--- src/rtl/gray_arb_pkg.sv ---
// Shared types and constants for the Gray-encoder arbiter.
package gray_arb_pkg;

    // Result-register occupancy.
    typedef enum logic {
        ST_EMPTY = 1'b0,
        ST_FULL  = 1'b1
    } state_e;

    localparam int unsigned GrayWidth = 4;
    localparam int unsigned NumReqMax = 8;

endpackage

--- src/rtl/bin2gray.sv ---
// Purely combinational binary-to-Gray converter.
module bin2gray #(
    parameter int unsigned Width = 4
) (
    input  logic [Width-1:0] i_bin,
    output logic [Width-1:0] o_gray
);

    // Each Gray bit is the XOR of adjacent binary bits.
    assign o_gray = i_bin ^ (i_bin >> 1);

endmodule

--- src/rtl/gray_enc_arbiter.sv ---
// Round-robin arbiter that lets NumReq requesters share one binary-to-Gray
// encoder, with a single-entry result register that supports one result per
// cycle when the consumer keeps up.
module gray_enc_arbiter
    import gray_arb_pkg::*;
#(
    parameter  int unsigned NumReq  = 4,
    localparam int unsigned IdWidth = $clog2(NumReq)
) (
    input  logic                          clk_i,
    input  logic                          rst_i,
    input  logic [NumReq-1:0]             req_valid_i,
    input  logic [NumReq*GrayWidth-1:0]   req_bin_i,
    output logic [NumReq-1:0]             req_ready_o,
    output logic                          gray_valid_o,
    output logic [GrayWidth-1:0]          gray_o,
    output logic [IdWidth-1:0]            gray_id_o,
    input  logic                          gray_ready_i
);

    if (NumReq < 2 || NumReq > NumReqMax) begin : g_bad_num_req
        $error("gray_enc_arbiter: NumReq out of range");
    end

    state_e               r_state;
    state_e               w_state_next;
    logic [IdWidth-1:0]   r_prio;
    logic [IdWidth-1:0]   w_prio_next;
    logic [GrayWidth-1:0] r_gray;
    logic [IdWidth-1:0]   r_id;

    logic                 w_free;
    logic                 w_hit;
    logic                 w_grant;
    logic [IdWidth-1:0]   w_gnt_id;
    logic [GrayWidth-1:0] w_bin;
    logic [GrayWidth-1:0] w_gray;

    // Slot is free when empty, or when the held result is consumed this cycle.
    assign w_free  = (r_state == ST_EMPTY) || gray_ready_i;
    // Reset gating keeps grants off while rst_i is high, even though the
    // state already reads empty.
    assign w_grant = w_free && w_hit && !rst_i;

    // Round-robin search from r_prio upward, wrapping modulo NumReq.
    always_comb begin
        int unsigned        idx;
        logic [IdWidth-1:0] cand;
        w_hit    = 1'b0;
        w_gnt_id = '0;
        idx      = 0;
        cand     = '0;
        for (int unsigned i = 0; i < NumReq; i++) begin
            idx  = (32'(r_prio) + i) % NumReq;
            cand = IdWidth'(idx);
            if (!w_hit && req_valid_i[cand]) begin
                w_hit    = 1'b1;
                w_gnt_id = cand;
            end
        end
    end

    // One-hot grant vector and granted-operand mux.
    always_comb begin
        req_ready_o = '0;
        w_bin       = '0;
        for (int unsigned k = 0; k < NumReq; k++) begin
            if (w_gnt_id == IdWidth'(k)) begin
                req_ready_o[k] = w_grant;
                w_bin          = req_bin_i[k*GrayWidth +: GrayWidth];
            end
        end
    end

    bin2gray #(
        .Width (GrayWidth)
    ) u_bin2gray (
        .i_bin  (w_bin),
        .o_gray (w_gray)
    );

    // Next-state and next-priority decode.
    always_comb begin
        w_state_next = r_state;
        w_prio_next  = r_prio;
        if (w_grant) begin
            w_prio_next = (w_gnt_id == IdWidth'(NumReq - 1)) ? '0 : w_gnt_id + 1'b1;
        end
        unique case (r_state)
            ST_EMPTY: if (w_grant) w_state_next = ST_FULL;
            ST_FULL:  if (gray_ready_i) w_state_next = w_grant ? ST_FULL : ST_EMPTY;
            default:  w_state_next = ST_EMPTY;
        endcase
    end

    // State, priority and result registers; result loads only on a grant.
    always_ff @(posedge clk_i or posedge rst_i) begin
        if (rst_i) begin
            r_state <= ST_EMPTY;
            r_prio  <= '0;
            r_gray  <= '0;
            r_id    <= '0;
        end else begin
            r_state <= w_state_next;
            r_prio  <= w_prio_next;
            if (w_grant) begin
                r_gray <= w_gray;
                r_id   <= w_gnt_id;
            end
        end
    end

    assign gray_valid_o = (r_state == ST_FULL);
    assign gray_o       = r_gray;
    assign gray_id_o    = r_id;

endmodule
--- config.mk ---
export PLATFORM = sky130hd
export DESIGN_NAME = gray_enc_arbiter
export DESIGN_NICKNAME = d
export VERILOG_FILES = /design/src/rtl/gray_arb_pkg.sv /design/src/rtl/bin2gray.sv /design/src/rtl/gray_enc_arbiter.sv
export SDC_FILE = /design/constraint.sdc
export NUM_CORES = 1
export LEC_CHECK = 0
export CAP_MARGIN = 15
export CORE_UTILIZATION = 36
export CTS_CLUSTER_SIZE = 16
export DETAILED_ROUTE_END_ITERATION = 6
export HOLD_SLACK_MARGIN = 0.03
export PLACE_DENSITY = 0.72
export RECOVER_POWER = 50
export SYNTH_ARGS = -nofsm -noshare
export SYNTH_HDL_FRONTEND = slang
export SYNTH_SLANG_ARGS = --single-unit
--- constraint.sdc ---
create_clock -name clk_i -period 2.8 [get_ports clk_i]
set_input_delay 0.84 -clock clk_i [delete_from_list [all_inputs] [get_ports clk_i]]
set_output_delay 0.84 -clock clk_i [all_outputs]
set_load 0.02 [all_outputs]
======== Word level (Yosys, flattened, before mapping) ========
Index checks and enable logic that the tools add are counted.
W data, S select, Z words.
cells by class
  add/sub/neg operators ................... 4
  $mul .................................... 0
  div/mod/pow operators ................... 0
  magnitude comparators ................... 4
  equality and inequality tests ........... 3
  shift-type cells ........................ 0
  multiplexer cells ....................... 28
  bitwise logic cells ..................... 2
  reductions and logical operators ........ 11
operators by type and width
  cell                   count
  $mux W4                4
  $mux W1                14
  $lt A2 B3 Y1 const B   4
  $mux W2                5
  $bmux W1 S2            4
  $logic_and A1 B1 Y1    5
  $add A2 B1 Y2 const B  2
  $add A2 B2 Y2 const B  2
  $eq A2 B2 Y1 const B   2
  $logic_not A1 Y1       4
  $xor A4 B3 Y4          1
  $eq A2 B1 Y1 const B   1
  $logic_not A2 Y1       1
  $pmux W1 S2            1
  $logic_or A1 B1 Y1     1
  $not A1 Y1             1
word-level totals
  bits in registers ....................... 9
  latch bits .............................. 0
  RAM bits ................................ 0
  memory bits (read-only) ................. 0
  input port bits ......................... 23
  output and inout port bits .............. 11
  word-level logic and storage cells ...... 56
  memories ................................ 0

======== Depth between registers and ports, before layout ========
  word-level depth ........................ 18
  mapped depth ............................ 11
  mapped depth without buffers ............ 11

======== Modules after synthesis ========
Synthesis repeated with hierarchy kept, for this count alone.
unflattened totals
  cell total of the unflattened synthesis .. 74
  area total of the unflattened synthesis .. 738.2 µm²
by module, submodules not included
  module            times used  cells each  area each (µm²)  seq. area each (µm²)
  gray_enc_arbiter  1           70          704.4            225.2
  bin2gray          1           4           33.8             0.0

======== Least setup slack after synthesis ========
No wires, ideal clock.
  path kind ............................... input port to output port
  start ................................... in req_valid_i[3]
  end ..................................... out req_ready_o[2]
  data arrival time ....................... 2098 ps
  data required time ...................... 1960 ps
  slack ................................... -138 ps
  cell stages on the path ................. 7
  buffers on the path ..................... 0
  cells stage by stage .................... inv_1 > a22o_1 > a221oi_2 > nor2b_1 > inv_1 > ha_1 > and2_1
between the ends
  elaborated cells on any way between the ends .. 26
  those cells by class .................... 1 x eq/ne; 17 x mux; 8 x reduce/logical
RTL lines
  element                        line                    source
  from (decl)                    gray_enc_arbiter.sv:12  input logic [NumReq-1:0] req_valid_i,
  $bmux W1 S2                    gray_enc_arbiter.sv:56  if (!w_hit && req_valid_i[cand]) begin
  $mux W1 (not written as such)  gray_enc_arbiter.sv:56
  $mux W1                        gray_enc_arbiter.sv:56
  $logic_not A1 Y1               gray_enc_arbiter.sv:56
  $logic_and A1 B1 Y1            gray_enc_arbiter.sv:56
  $mux W1                        gray_enc_arbiter.sv:56
  $logic_not A1 Y1               gray_enc_arbiter.sv:56
  $logic_and A1 B1 Y1            gray_enc_arbiter.sv:56
  $mux W1                        gray_enc_arbiter.sv:56
  $logic_not A1 Y1               gray_enc_arbiter.sv:56
  $logic_and A1 B1 Y1            gray_enc_arbiter.sv:56
  $mux W2 *                      gray_enc_arbiter.sv:56
  via w_gnt_id[0]                gray_enc_arbiter.sv:35  logic [IdWidth-1:0] w_gnt_id;
  $eq A2 B2 Y1 *                 gray_enc_arbiter.sv:68  if (w_gnt_id == IdWidth'(k)) begin
  $mux W1 *                      gray_enc_arbiter.sv:68
  to (decl)                      gray_enc_arbiter.sv:14  output logic [NumReq-1:0] req_ready_o,
Mark *: on every way through the listed nets, which the timed path passes. The rest lies on a longest branch. The select of a mux whose other input is x is not followed.

======== Worst setup path in the final report ========
  start ................................... in req_valid_i[0]
  end ..................................... out req_ready_o[0]
between the ends
  elaborated cells on any way between the ends .. 26
  those cells by class .................... 17 x mux; 9 x reduce/logical
RTL lines
  element                        line
  $bmux W1 S2                    gray_enc_arbiter.sv:56
  $mux W1 (not written as such)  gray_enc_arbiter.sv:56
  $mux W1                        gray_enc_arbiter.sv:56
  $logic_not A1 Y1               gray_enc_arbiter.sv:56
  $logic_and A1 B1 Y1            gray_enc_arbiter.sv:56
  $mux W1                        gray_enc_arbiter.sv:56
  $logic_not A1 Y1               gray_enc_arbiter.sv:56
  $logic_and A1 B1 Y1            gray_enc_arbiter.sv:56
  $mux W1                        gray_enc_arbiter.sv:56
  $logic_not A1 Y1               gray_enc_arbiter.sv:56
  $logic_and A1 B1 Y1            gray_enc_arbiter.sv:56
  $mux W2 *                      gray_enc_arbiter.sv:56
  via w_gnt_id[0]                gray_enc_arbiter.sv:35
  $logic_not A2 Y1 *             gray_enc_arbiter.sv:68
  $mux W1 *                      gray_enc_arbiter.sv:68
Marks and branches as above.

==> impl_metrics.csv <==
group,metric,value,unit
outcome,status,"finished, violations left",
outcome,violations,"setup timing",
placement,pre_cts_ws,-1.11,ns
routing,vias,768,
final_layout,final_area,1430,µm²
routing,ant_nets,0,
clocking,cts.reportedPaths.clkPinSlew,0.07,ns
power,combinationalPowerShare,0.732,
synth,synth_cell_types,30,
power,ir_worst_vdd,0.000518,V
hold_path,hp-class,"flip-flop to flip-flop",
setup_path,cp-end-kind,"output pin",
power,clkPwrFrac,0.085,
timing,fin_setup_tns,-0.682,ns
die,die_w,47.1,µm
die,core-area,1820,µm²
die,ios,34,
final_layout,fin_nets,166,
synth,synth_area_leaders,"dfrtp_1 (31%), ha_1 (6.8%), a21oi_1 (4.8%), nand2b_1 (4.3%), mux2i_1 (4.1%)",
synth,synth-xor-area-share,0.0360,
timing,timing.final.crit_share,1.07,
timing,fin_hold_ws,0.510,ns
routing,drt-total-wl,2.20,mm
synth,synth_fa_ha_area_frac,0.0685,
timing,finalMaxSlewViolations,0,
clocking,cts-root-buf,"clkbuf_4",
timing,fin_ws,-0.191,ns
power,p_per_area,859,nW/µm²
setup_path,r2r_slack,0.31,ns
clocking,cts_max_level,1,
synth,postSynth.asyncResetShare,1.00,
power,p_total,1.23,mW
setup_path,rr_startpoint,"r_prio[0]",
global_routing,grt_max_degree,12,
final_layout,drive_gt1_frac,0.522,
synth,synth_top_area_share,0.308,
setup_path,cp_data_required_time,1.96,ns
setup_path,critPathLaunch,"req_valid_i[0]",
final_layout,n_antenna_cell,0,
routing,post_drt_via_cell_ratio,4.71,
power,seq_power_share,0.183,
routing,wl_per_cell,13.5,µm
routing,drc,0,
synth,synthSimpleGateAreaFrac,0.212,
placement,place_area,1220,µm²
setup_path,r2r-end,"gray_o[0]",
setup_path,critPathKind,"input pin to output pin",
final_layout,syn_to_final_growth,95.5,%
clocking,insertion_delay,0.27,ns
synth,ys_ff_latch,9,
timing,finClkSkew,0.00732,ns
synth,postSynthCellCount,74,
die,die_h,47.1,µm
clocking,tritoncts,"built",
timing,fin_crit,2.99,ns
timing,worst_pin_slew,0.337,ns
setup_path,arrival,2.15,ns
setup_path,crit_path_end,"req_ready_o[0]",
die,start_util,0.401,
synth,post-synth-top-count-cell,"dfrtp_1",
setup_path,start_kind,"input pin",
die,dieArea,2210,µm²
clocking,clock_sinks,9,
global_routing,gr-total-overflow,0,
power,power_leakage,0.632,nW
synth,ys.flop_type,"dfrtp_1",
routing,drtIter0Drc,3,
synth,synth_edf_count,0,
routing,dr.pass1.iters,2,
global_routing,grt_pass1_vias,771,
setup_path,reg2reg_depth,12,
placement,hpwlAfterDp,1.50,mm
placement,gp_congestion,0.747,
synth,yosysTopAreaCell,"dfrtp_1",
timing,clock.fmax,334,MHz
global_routing,track_usage,0.210,
timing,setup_viol_count_final,4,
synth,syn_nets,101,
synth,synth_compound_area_frac,0.214,
setup_path,cp_max_fo,3,
global_routing,grt_pass1_wl,3.20,mm
synth,synth_top_family_by_area,"compound AO/OA/AOI/OAI gates",
synth,synth_mux_area_frac,0.108,
synth,syn_area,731,µm²
synth,seq_area_frac_synth,0.308,
global_routing,antenna_found_initial,0,
timing,rsz0062_at_grt,"yes",
timing,hold_viol,0,
die,num_rows,15,
power,power.net_switching,0.476,mW
synth,avgSynthCellArea,9.87,µm²
synth,synth_commonest_cells,"dfrtp_1 (9), a21oi_1 (7), inv_1 (7)",
synth,ys_warn_count,0,
clocking,cts_buffers,3,
power,swShare,0.388,
timing,slew_headroom,0.775,
placement,portBuffers,33,
run,maxCapViolations,0,
power,p_int,0.752,mW
clocking,clockBufferDepth,2,
worst max-delay path, cell delays in order:
cell,delay (ns)
buf_6,0.09
a22o_1,0.23
a221oi_2,0.27
nor2b_4,0.23
inv_2,0.08
ha_4,0.16
and2_4,0.13
buf_6,0.12
registers in the layout (all words and copies together), names as in the netlist:
register / count
gray_valid_o: 1
gray_id_o: 2
r_prio: 2
gray_o: 4
area by class of cell:
type / instances / area, µm²
Sequential cell: 9 / 225
Tap cell: 25 / 31.3
Timing Repair Buffer: 62 / 552
Inverter: 7 / 28.8
Fill cell: 132 / 392
Multi-Input combinational cell: 56 / 566
Clock buffer: 4 / 26.3
metrics by stage:
| step | cells | util |
|---|---|---|
| 2_1_floorplan | 74 | - |
| 3_3_place_gp | 145 | 0.670 |
| 3_5_place_dp | 145 | 0.670 |
| 4_1_cts | 162 | 0.765 |
| 5_1_grt | 163 | 0.785 |
| 6_report | 163 | 0.785 |
metal layers:
layer  share of wire  wire length (µm)  up-vias  global-route usage
met5               0                 0        -                   0
met4           0.017                38        0               0.131
met3           0.068               150        4              0.0385
met2            0.51              1120       32               0.369
met1            0.40               890      347               0.233
li1                -                 -      385                   -
cell usage in the layout, fill, tap and decap left out, drive strengths merged, types with 3 or more instances in the layout:
cell / n
a21oi: 8
and2: 4
buf: 37
clkbuf: 4
clkdlybuf4s50: 22
dfrtp: 9
dlygate4sd3: 3
ha: 4
inv: 7
mux2: 4
mux2i: 3
nand2: 3
nand2b: 5
nor2: 4
nor2b: 4
worst min path at each step:
stage	start	endpoint	slack, ns	cells after the start
global placement	gray_o[3]	gray_o[3]	0.47	1
floorplan	r_prio[0]	r_prio[0]	0.52	1
CTS	gray_o[3]	gray_o[3]	0.51	1
global route	gray_id_o[1]	gray_id_o[1]	0.53	1
finish	gray_id_o[1]	gray_id_o[1]	0.51	1
detailed placement	gray_o[3]	gray_o[3]	0.48	1
power groups by stage:
stage	clock [mW]	combinational, mW	sequential, mW
after floorplan	0	0.392	0.273
after global placement	0	0.711	0.221
after detailed placement	0	0.720	0.223
after CTS	0.107	0.856	0.224
after global routing	0.110	0.969	0.230
final	0.104	0.899	0.224
timing repair:
| action | in CTS | in global routing |
|---|---|---|
| buffers inserted | 13 | 2 |
| resized for setup | 55 | 7 |
| endpoints found under the setup margin | 8 | 8 |
| hold buffers | 0 | 0 |
| pin swaps | 6 | 6 |
cells by family after synthesis:
family | after synthesis
mux | 7
fa+ha+maj | 4
flops | 9
compound gates | 19
xor+xnor | 3
buf+inv | 9
simple gates | 23
Power figures use the tool's default switching activity.
